[src/rtl/seq_div.sv]
// rtl/seq_div.sv - sequential restoring divider, signed/unsigned, valid/ready handshake
//
// Ports:
//   clk        sole clock, rising edge
//   rst_n      asynchronous active-low reset
//   in_valid   operands and is_signed valid this cycle
//   in_ready   divider can accept operands (IDLE only)
//   a, b       dividend, divisor
//   is_signed  1 = two's-complement operands, 0 = unsigned
//   flush      synchronous abort of any operation in flight
//   out_valid  quotient/remainder valid (DONE only)
//   out_ready  consumer accepts result
//   quotient   a / b truncated toward zero (all ones when b == 0)
//   remainder  a - b*quotient, sign follows a (a when b == 0)
module seq_div #(
    parameter int div_size = 8
) (
    input  logic                clk,
    input  logic                rst_n,
    input  logic                in_valid,
    output logic                in_ready,
    input  logic [div_size-1:0] a,
    input  logic [div_size-1:0] b,
    input  logic                is_signed,
    input  logic                flush,
    output logic                out_valid,
    input  logic                out_ready,
    output logic [div_size-1:0] quotient,
    output logic [div_size-1:0] remainder
);

    localparam int CW = (div_size > 1) ? $clog2(div_size) : 1;

    typedef enum logic [1:0] {
        IDLE = 2'd0,
        CALC = 2'd1,
        DONE = 2'd2
    } state_t;

    state_t state;
    state_t state_next;

    logic [CW-1:0]       cnt;
    logic [div_size-1:0] dvd;       // dividend magnitude, shifts out MSB-first and fills with quotient bits
    logic [div_size-1:0] dvsr;      // divisor magnitude
    logic [div_size-1:0] part_rem;  // partial remainder, always < dvsr so it fits div_size bits
    logic                q_neg;
    logic                r_neg;

    logic                div_zero;
    logic                sig_ovf;
    logic                last_step;
    logic [div_size-1:0] a_mag;
    logic [div_size-1:0] b_mag;

    logic [div_size:0]   r_shift;
    logic [div_size:0]   diff;
    logic                q_bit;
    logic [div_size-1:0] r_next;
    logic [div_size-1:0] dvd_next;
    logic [div_size-1:0] q_fix;
    logic [div_size-1:0] r_fix;

    assign in_ready  = (state == IDLE);
    assign out_valid = (state == DONE);

    assign div_zero  = (b == '0);
    // Most-negative / -1 overflows the magnitude datapath's sign fix-up, so it is short-circuited.
    assign sig_ovf   = is_signed && (a == {1'b1, {(div_size-1){1'b0}}}) && (b == '1);
    assign last_step = (cnt == CW'(div_size - 1));

    // Negating the most negative value yields the same bit pattern, which is its correct unsigned magnitude.
    assign a_mag = (is_signed && a[div_size-1]) ? -a : a;
    assign b_mag = (is_signed && b[div_size-1]) ? -b : b;

    // One restoring step: shift in next dividend bit, trial-subtract, keep on non-negative result.
    always_comb begin
        r_shift  = {part_rem, dvd[div_size-1]};
        diff     = r_shift - {1'b0, dvsr};
        q_bit    = ~diff[div_size];
        r_next   = q_bit ? diff[div_size-1:0] : r_shift[div_size-1:0];
        dvd_next = {dvd[div_size-2:0], q_bit};
        q_fix    = q_neg ? -dvd_next : dvd_next;
        r_fix    = r_neg ? -r_next : r_next;
    end

    always_ff @(posedge clk or negedge rst_n) begin
        if (!rst_n) begin
            state <= IDLE;
        end else begin
            state <= state_next;
        end
    end

    always_comb begin
        state_next = state;
        if (flush) begin
            state_next = IDLE;
        end else begin
            case (state)
                IDLE: begin
                    if (in_valid) begin
                        state_next = (div_zero || sig_ovf) ? DONE : CALC;
                    end
                end
                CALC: begin
                    if (last_step) begin
                        state_next = DONE;
                    end
                end
                DONE: begin
                    if (out_ready) begin
                        state_next = IDLE;
                    end
                end
                default: state_next = IDLE;
            endcase
        end
    end

    always_ff @(posedge clk or negedge rst_n) begin
        if (!rst_n) begin
            cnt       <= '0;
            dvd       <= '0;
            dvsr      <= '0;
            part_rem  <= '0;
            q_neg     <= 1'b0;
            r_neg     <= 1'b0;
            quotient  <= '0;
            remainder <= '0;
        end else if (flush) begin
            cnt <= '0;
        end else begin
            case (state)
                IDLE: begin
                    if (in_valid) begin
                        cnt <= '0;
                        if (div_zero) begin
                            quotient  <= '1;
                            remainder <= a;
                        end else if (sig_ovf) begin
                            quotient  <= a;
                            remainder <= '0;
                        end else begin
                            dvd      <= a_mag;
                            dvsr     <= b_mag;
                            part_rem <= '0;
                            q_neg    <= is_signed && (a[div_size-1] ^ b[div_size-1]);
                            r_neg    <= is_signed && a[div_size-1];
                        end
                    end
                end
                CALC: begin
                    dvd      <= dvd_next;
                    part_rem <= r_next;
                    if (last_step) begin
                        cnt       <= '0;
                        quotient  <= q_fix;
                        remainder <= r_fix;
                    end else begin
                        cnt <= cnt + CW'(1);
                    end
                end
                default: begin
                end
            endcase
        end
    end

endmodule

[config.mk]
export PLATFORM = sky130hd
export DESIGN_NAME = seq_div
export DESIGN_NICKNAME = d
export VERILOG_FILES = /design/src/rtl/seq_div.sv
export SDC_FILE = /design/constraint.sdc
export NUM_CORES = 1
export LEC_CHECK = 0
export ABC_CLOCK_PERIOD_IN_PS = 4030
export BUFFER_PORTS_ARGS = -buffer_cell sky130_fd_sc_hd__buf_2
export CORE_MARGIN = 2
export CORE_UTILIZATION = 40
export CTS_BUF_LIST = sky130_fd_sc_hd__clkbuf_4 sky130_fd_sc_hd__clkbuf_8 sky130_fd_sc_hd__clkbuf_16
export DETAILED_ROUTE_END_ITERATION = 12
export PLACE_DENSITY = 0.59
export RECOVER_POWER = 50
export SYNTH_ARGS = -nofsm -noshare
export SYNTH_HDL_FRONTEND = slang
export SYNTH_SLANG_ARGS = --single-unit
export TNS_END_PERCENT = 100
[constraint.sdc]
create_clock -name clk -period 4.03 [get_ports clk]
set_input_delay 0.806 -clock clk [delete_from_list [all_inputs] [get_ports clk]]
set_output_delay 0.806 -clock clk [all_outputs]
set_load 0.005 [all_outputs]
==> run metrics <==
ys async rst share=100%; via count=2,803; # setup viols final=0; Area Overhead vs Synth=12.9%; All-Layer GR Usage=19.8%; Max Cap Viol=1; DRC=0; H-Tree Depth=2; WP data required=4.23 ns; sequential-to-total area share from yosys stat=37.3%; initial antenna violation count=0; Antenna Nets Post-Route=0; CTS sink count=47; CP delay by family, top=compound AO/OA/AOI/OAI gates; top cell type's share of synthesized area=37.3%; core area=7690 um^2; status=complete, but fails checks; syn_area_per_cell=8.26 um^2; setup TNS after final layout=0 ns; Setup Buffers After CTS=0; Starting Density=41.0%; measured slew at the worst slew-check pin=1.66 ns; final net count=454; #FFs+latches synth=47; Slew Viols, Final=30; HP Class=reg2reg; Initial DRC Count=152; Non-Filler Instances=519; Total Power=1730 uW; area leader, netlist=dfrtp_1; CP max stage delay=0.41 ns; Die H=92.8 um; IO Pins=40; failing checks=capacitance limit, slew limit; layout cells sized above 1=13.2%; critical path arrival=3.51 ns; # rows=32; DP Cell Count=511; Leak Pwr=0.00166 uW; RSZ-0062 raised after global routing=no; CTS Root Buffer Type=clkbuf_8; Critical Path Fanout Max=6; Yosys warning count=0; Syn Nets=420; CP startpoint kind=flip-flop; Die ar.=8620 um^2; via-per-instance ratio=5.40; Worst path slowest cell=fa_1; Most used DFF post-synth=dfrtp_1; Max clock buf depth=2; CTS tree=done; post-synth cell types=48; skew final=0.00796 ns; Hold Vio Cnt, Final=0; clk_lat worst skew=0.31 ns; wire length per cell=15.1 um; worst path cell trace=inv_1, ha_1, inv_1, fa_1, a21oi_1, o211ai_1, o41ai_1, xnor2_1, inv_1, mux2i_1, ha_1, inv_1, o21ai_0, xor2_1, a221o_1; first-pass GRT wire length=13,500 um; diode count=0; port buffer count=39; fmax=0.302 GHz; number of buffers and inverters on the critical path=4; hold_ws=0.479 ns; clk slew on worst S/H paths=0.08 ns; Worst Setup Path Type=reg2reg; largest net degree at the start of global routing=32; vias in the first global route=2,724; DRT Pass-1 Iters=4; grt ovf=0; Power Density=486 nW/um^2; hold_buf cts=0; Max VDD drop=0.000158 V; Tmin final=3.31 ns; most common cell in the netlist=nand2_1; relative slew slack=-10.4%; Post-Syn Area=3160 um^2; final wirelength=7860 um; Post-synth top cells=nand2_1, dfrtp_1, o21ai_0, nor2_1, a21oi_1; RePlAce Congestion=0.836; synth top area cells=dfrtp_1, nand2_1, o21ai_0; most used cell, CP=inv_1; Syn Inst Count=382; hpwl dp=5980 um; Num CTS Buffers=5; fin crit share=82.2%; Die W=92.8 um; Critical Path End Type=flip-flop; post-CTS sizing=0; Post-synth EDFFs=0
==> worst paths after layout <==
kind	start	end	slack, ns	cells past startpoint
max	dvd[7]$_DFFE_PN0P_	remainder[4]$_DFFE_PN0P_	0.72	15
min	remainder[3]$_DFFE_PN0P_	remainder[3]$_DFFE_PN0P_	0.48	2
max reg2reg	dvd[7]$_DFFE_PN0P_	remainder[4]$_DFFE_PN0P_	0.72	15
min reg2reg	remainder[3]$_DFFE_PN0P_	remainder[3]$_DFFE_PN0P_	0.48	2
max in group asynchronous	rst_n	dvsr[1]$_DFFE_PN0P_	1.35	2
min in group asynchronous	rst_n	dvd[3]$_DFFE_PN0P_	0.63	1
==> stage by stage <==
stage	util, %	cell area (um^2)	setup slack [ns]
after global routing	46.4	3560	0.331
final	46.4	3560	0.717
after CTS	46.5	3570	0.703
after detailed placement	44.7	3440	0.544
after floorplan	-	3160	0.769
after global placement	44.7	3440	0.577
==> worst register-to-register path: stages (launching register included) <==
cell and delay (ns):
dfrtp_1 0.38, inv_1 0.10, ha_1 0.16, inv_1 0.05, fa_1 0.41, a21oi_1 0.15
o211ai_1 0.14, o41ai_1 0.32, xnor2_1 0.14, inv_1 0.20, mux2i_1 0.29, ha_1 0.21
inv_1 0.05, o21ai_0 0.20, xor2_1 0.09, a221o_1 0.32
==> kinds of logic (layout without fill, tap and decap cells) <==
group / Yosys count / after routing / share of synthesized area [%]
buffers and inverters: 37 / 72 / 4.88
and+or+nand+nor: 139 / 139 / 19.9
xor gates and xnor gates: 28 / 28 / 7.77
AOI/OAI and AO/OA: 106 / 106 / 20.7
muxes: 9 / 9 / 2.89
DFF: 47 / 47 / 37.3
adders and majority gates: 16 / 16 / 6.58
==> power breakdown <==
part | internal, uW | total, uW | switching [uW]
Combinational | 286 | 711 | 425
Clock | 255 | 415 | 161
Sequential | 531 | 605 | 73.7
Total | 1070 | 1730 | 659
==> per-layer routing <==
layer,global-route usage (%),up-vias,part of all wire [%]
li1,-,1407,-
met3,2.93,7,4.5
met5,0,-,0
met1,29.1,1313,50
met4,5.51,0,0.78
met2,30.4,76,45
==> state kept, by name, indices dropped and copies added (netlist names) <==
register   cells
dvd            8
state          2
r_neg          1
q_neg          1
remainder      8
part_rem       8
cnt            3
quotient       8
dvsr           8
==> placed cells by master, fill, tap and decap left out, types with 2 or more instances in the layout <==
cell | Yosys | final
a21o_1 | 2 | 2
a21oi_1 | 30 | 30
a221o_1 | 2 | 2
a22oi_1 | 4 | 4
a31oi_1 | 2 | 2
buf_2 | 6 | 37
buf_4 | 0 | 3
bufinv_16 | 0 | 2
clkbuf_1 | 10 | 4
clkbuf_8 | 0 | 5
dfrtp_1 | 47 | 47
ha_1 | 15 | 15
inv_1 | 20 | 20
mux2i_1 | 8 | 8
nand2_1 | 57 | 57
nand2b_1 | 3 | 3
nand3_1 | 14 | 14
nand4_1 | 2 | 2
nor2_1 | 37 | 37
nor2b_1 | 2 | 2
nor3_1 | 5 | 5
nor4_1 | 2 | 2
o21a_1 | 2 | 2
o21ai_0 | 38 | 38
o221ai_1 | 2 | 2
o22ai_1 | 5 | 5
o31ai_1 | 7 | 7
o41ai_1 | 3 | 3
or3_1 | 9 | 9
xnor2_1 | 16 | 16
xor2_1 | 12 | 12
==> area by class of cell <==
cell class              count  area (um^2)
clock buffers               6         76.3
clock inverters             2         60.1
fillers                   810         4120
inverters                  20         75.1
multi-input cells         298         1830
flip-flops and latches     47         1180
well taps                 102          128
repair buffers             44          223
Note: power is estimated with default switching activity, not from simulation.
